### src/rtl/shift_up.sv
// Up-counting LED pattern generator for the reconfigurable partition, with a
// decouple request/acknowledge handshake. Define SHIFT_UP_GRAY_EN for Gray-coded count_out.
module shift_up #(
  parameter int          PRESCALE_W = 25,
  parameter logic [3:0]  RESET_VAL  = 4'b0000,
  parameter logic [3:0]  STEP       = 4'd1
) (
  input  logic       clk,
  input  logic       rst,
  input  logic       en,
  input  logic       load,
  input  logic [3:0] load_val,
  input  logic       decouple_req,
  output logic       decouple_ack,
  output logic [3:0] count_out,
  output logic       tick,
  output logic       wrap
);

  typedef enum logic [1:0] {
    ST_RUN,
    ST_FREEZE,
    ST_DECOUPLED,
    ST_RESUME
  } state_t;

  localparam logic [3:0]            MARKER  = 4'b1010;
  localparam logic [PRESCALE_W-1:0] PRE_ONE = PRESCALE_W'(1);
  localparam logic [PRESCALE_W-1:0] PRE_MAX = '1;

  // NOTE: no reset on purpose; this marker only holds its value if the
  // configuration/GSR init restored it, so it qualifies every step.
  logic [3:0] count_en_q = MARKER;

  state_t                  state_q, state_d;
  logic [PRESCALE_W-1:0]   pre_q, pre_d;
  logic [3:0]              cnt_q, cnt_d;
  logic [3:0]              count_out_q;
  logic                    tick_q, tick_d;
  logic                    wrap_q, wrap_d;
  logic                    ack_q, ack_d;
  logic [4:0]              sum;
  logic                    marker_ok;

  // Binary count as presented on the LEDs.
  function automatic logic [3:0] present(input logic [3:0] bin);
`ifdef SHIFT_UP_GRAY_EN
    return bin ^ {1'b0, bin[3:1]};
`else
    return bin;
`endif
  endfunction

  // NOTE: every variable gets a default before the case so no latch is inferred.
  always_comb begin
    state_d   = state_q;
    pre_d     = pre_q;
    cnt_d     = cnt_q;
    tick_d    = 1'b0;
    wrap_d    = 1'b0;
    sum       = {1'b0, cnt_q} + {1'b0, STEP};
    marker_ok = (count_en_q == MARKER);

    case (state_q)
      ST_RUN: begin
        // A freeze request wins over load and step in the same cycle.
        if (decouple_req) begin
          state_d = ST_FREEZE;
        end else if (load) begin
          cnt_d = load_val;
          pre_d = '0;
        end else if (en) begin
          pre_d = pre_q + PRE_ONE;
          if (pre_q == PRE_MAX && marker_ok) begin
            cnt_d  = sum[3:0];
            tick_d = 1'b1;
            wrap_d = sum[4];
          end
        end
      end
      ST_FREEZE: begin
        state_d = ST_DECOUPLED;
      end
      ST_DECOUPLED: begin
        if (!decouple_req) state_d = ST_RESUME;
      end
      ST_RESUME: begin
        pre_d   = '0;
        state_d = ST_RUN;
      end
      default: begin
        state_d = ST_RUN;
      end
    endcase

    ack_d = (state_d == ST_DECOUPLED);
  end

  // NOTE: sequential state uses non-blocking assignments only.
  always_ff @(posedge clk or negedge rst) begin
    if (!rst) begin
      state_q     <= ST_RUN;
      pre_q       <= '0;
      cnt_q       <= RESET_VAL;
      count_out_q <= present(RESET_VAL);
      tick_q      <= 1'b0;
      wrap_q      <= 1'b0;
      ack_q       <= 1'b0;
    end else begin
      state_q     <= state_d;
      pre_q       <= pre_d;
      cnt_q       <= cnt_d;
      count_out_q <= present(cnt_d);
      tick_q      <= tick_d;
      wrap_q      <= wrap_d;
      ack_q       <= ack_d;
    end
  end

  assign count_out    = count_out_q;
  assign tick         = tick_q;
  assign wrap         = wrap_q;
  assign decouple_ack = ack_q;

endmodule

### config.mk
export PLATFORM = sky130hd
export DESIGN_NAME = shift_up
export DESIGN_NICKNAME = d
export VERILOG_FILES = /design/src/rtl/shift_up.sv
export SDC_FILE = /design/constraint.sdc
export NUM_CORES = 1
export LEC_CHECK = 0
export ABC_AREA = 1
export BUFFER_PORTS_ARGS = -buffer_cell sky130_fd_sc_hd__buf_2
export CORE_ASPECT_RATIO = 1.2
export CORE_MARGIN = 1.5
export CORE_UTILIZATION = 30
export CTS_CLUSTER_DIAMETER = 80
export DETAILED_ROUTE_END_ITERATION = 10
export MAX_ROUTING_LAYER = met4
export PLACE_DENSITY = 0.48
export SLEW_MARGIN = 25
export SYNTH_ARGS = -nofsm -noshare
export SYNTH_HDL_FRONTEND = slang
export SYNTH_SLANG_ARGS = --single-unit
### constraint.sdc
create_clock -name clk -period 1.4 [get_ports clk]
set_input_delay 0.14 -clock clk [delete_from_list [all_inputs] [get_ports clk]]
set_output_delay 0.14 -clock clk [all_outputs]
set_load 0.02 [all_outputs]
==> metrics.md <==
| Metric | Value |
|---|---|
| Global-route wire length before repair | between 9 and 10 mm |
| Vias in the first global route | ~2000 |
| Remaining DRCs | 0 |
| Synthesized flop and latch total | 34 |
| Worst setup SP type | flop |
| Slew Viols, Final | 0 |
| Layout area overhead | 39.5% |
| Seq/Total Area, Yosys | 0.397 |
| Critical path, cell by cell | inv_2 > ha_4 > nand2_4 > clkinv_2 > nand2_4 > nor2_4 > nand2_1 > nand2_1 > inv_1 > a21oi_2 |
| Placed Area | 2640 sq um |
| Xor/xnor share of the synthesized area | 0.00816 |
| Finished Core Util | 0.434 |
| Worst-path clk slew | around 0.08 ns |
| Yosys top cell by area | dfrtp_1 |
| CTS tree | done |
| WL final | around 5.5 mm |
| Tmin final | about 1.5 ns |
| Finished Layout Cells | between 400 and 500 |
| Layout cells sized above 1 | 0.358 |
| Slowest stage cell on the critical path | dfrtp_1 |
| Endpoints failing hold | 0 |
| CTS Buf Count | 5 |
| CP required | 1.63 ns |
| Worst skew pair latency | 0.29 ns |
| Worst R2R Start | state_q[0] |
| Gr usage total | 0.162 |
| Family with the most delay on the worst path | simple AND/OR/NAND/NOR gates |
| Synth Area in Adders | 0.0292 |
| # fillers | roughly 720 |
| Post-synth top area share | 0.397 |
| Clock Tree Root | clkbuf_8 |
| DRT iter0 DRCs | between 90 and 100 |
| Vias/cell | roughly 4.5 |
| Worst Skew | 0.00808 ns |
| DR pass1 iterations | 4 |
| Die area | ~7700 sq um |
| Synth Flop Type | dfrtp_1 |
| Setup slack, reg-to-reg | -0.07 ns |
| Status | complete, but fails checks |
| Buf+Inv Stages, Crit Path | 3 |
| FF+latch area | roughly 850 sq um |
| CTS H-tree lvls | 2 |
| # IOs | 16 |
| Static leakage | 1.44 nW |
| Maximum VDD drop | approximately 0.00085 V |
| Area of the multi-input gates | between 1000 and 1500 sq um |
| Initial antenna violation count | 0 |
| Hold path depth | 3 |
| RSZ-0062 raised after global routing | true |
| Antenna viol nets, final | 0 |
| Most common cell after layout, fill and taps aside | nand2_1 |
| HP Class | input port to flop |
| Post-Syn Nets | around 320 |
| Peak per-stage delay on the critical path | about 0.41 ns |
| Post-Synth Simple-Gate Area | 0.431 |
| Wire per inst | around 12 microns |
| Core area | a little under 7000 sq um |
| Worst R2R Path Depth | 10 |
| Clock sink count | 34 |
| Critical Path AT | around 1.7 ns |
| Post-DP HPWL | 4.07 mm |
| FF-to-FF End | pre_q[21] |
| Most frequent cells in the layout | nand2_1 (91), buf_4 (38), nor2_1 (34), dfrtp_1 (34), inv_1 (28) |
| Crit path from | state_q[0] |
| Setup Viol. Count Final | 25 |
| Ant. Diodes | 0 |
| Starting Density | 0.311 |
| Slew margin rel. | 0.691 |
| YS warnings | 0 |
| Routability cong. | between 0.8 and 0.9 |
| Top cells by area, synth | dfrtp_1 (40%), nand2_1 (18%), nor2_1 (6.6%) |
| Post-route design area | about 3000 sq um |
| Mean post-synth cell area | 7.08 sq um |
| Post-synth EDFFs | 0 |
| Clock Path Buffers | 2 |
| Worst Hold Path EP | tick |
| Placed Instances | between 400 and 500 |
| Input/output buffers | 15 |
| Vias | roughly 2100 |
| PwrDens | 1300 nW/um^2 |
| Post-Syn Instances | 303 |
| Pwr Total | ~3.9 mW |
| Worst slew pin tran | 0.464 ns |
| Failing checks | setup timing |
| Largest family of logic cells by synthesized area | simple AND/OR/NAND/NOR gates |
| Post-synthesis cell type count | 23 |
| Critical Setup Path Class | flop to flop |
| Mapped Area | around 2100 sq um |
| Crit share post-route | 1.05 |
| Die X | 80.2 microns |
| Site Rows | 33 |
| Mux share of post-synthesis cell area | 0 |
| Nets@finish | 385 |
| Die H | ~96 microns |
| Max cap viols | 0 |
| Pin count of the biggest net entering global routing | 35 |
| Worst Setup End Kind | flop |
| Hold Path Origin | en |
| Fin worst setup slack | -0.0735 ns |
| Grt ovf | 0 |
| Fin Hold WS | 0.161 ns |
| Fmax | slightly below 700 MHz |
| Critical Path Fanout Max | 7 |
| Compound-Gate Fraction of Synth Area | 0.0595 |
| Synth async-reset ratio | 1.00 |
power by group:
part	total, mW	leakage [nW]	internal, mW	switching [mW]
Sequential	1.25	0.464	1.11	0.140
Clock	0.915	0.0579	0.524	0.391
Combinational	1.72	0.919	0.799	0.919
worst max path at each step:
| stage | to | cells past startpoint |
|---|---|---|
| floorplan | pre_q[1] | 7 |
| global placement | pre_q[5] | 9 |
| detailed placement | pre_q[5] | 9 |
| CTS | pre_q[1] | 8 |
| global route | pre_q[12] | 11 |
| finish | pre_q[21] | 10 |
sequential cells by signal (all words and copies together) (netlist names):
register      flops
tick              1
pre_q            25
count_out         4
wrap              1
state_q           2
decouple_ack      1
synth_stat cells, types with 4 or more instances:
| cell | instances |
|---|---|
| dfrtp_1 | 34 |
| inv_2 | 4 |
| nor2_1 | 38 |
| nand3_1 | 24 |
| a21oi_1 | 10 |
| nand4_1 | 4 |
| nor2_4 | 8 |
| nor2_2 | 8 |
| ha_1 | 5 |
| nor3_1 | 4 |
| inv_1 | 30 |
| nand2_1 | 105 |
| nand2_4 | 5 |
| o21ai_0 | 11 |
worst min-delay path: cells and delay by family:
kind,cells,cell delay [ns]
buffers and inverters,1,0.12
and+or+nand+nor,2,0.17
kinds of logic after synthesis:
family / after synthesis
AO/OA/AOI/OAI: 24
XOR/XNOR: 2
adder cells (fa/ha/maj): 5
buffers and inverters: 38
flip-flops: 34
AND/OR/NAND/NOR: 200
per-stage QoR:
step	setup TNS, ns	setup WS [ns]
floorplan	0	0.00723
global placement	-1.86	-0.186
detailed placement	-2.35	-0.216
CTS	-1.21	-0.0770
global route	-3.92	-0.191
finish	-0.968	-0.0735
routing by layer:
metal	GRT usage	up-vias	wire length (microns)
met4	0.0532	0	96
li1	-	1083	-
met1	0.188	956	2510
met2	0.281	32	2760
met3	0.0287	8	135
met5	-	-	0
timing repair:
action                     4_1_cts  5_1_grt
buffers inserted                 3        3
cloned                           0        1
pin swaps                       14       12
resized for setup               24       30
hold buffers                     1        0
setup endpoints to repair       29       30
hold endpoints to repair        34        0
final cells by class:
class                      count  area share
sequential                    34       0.284
inverter                      35      0.0443
timing repair buffer          63       0.161
tap                           87      0.0364
multi-input combinational    232       0.438
clock inverter                 3      0.0134
clock buffer                   5      0.0230
Note: power is estimated with default switching activity, not from simulation.
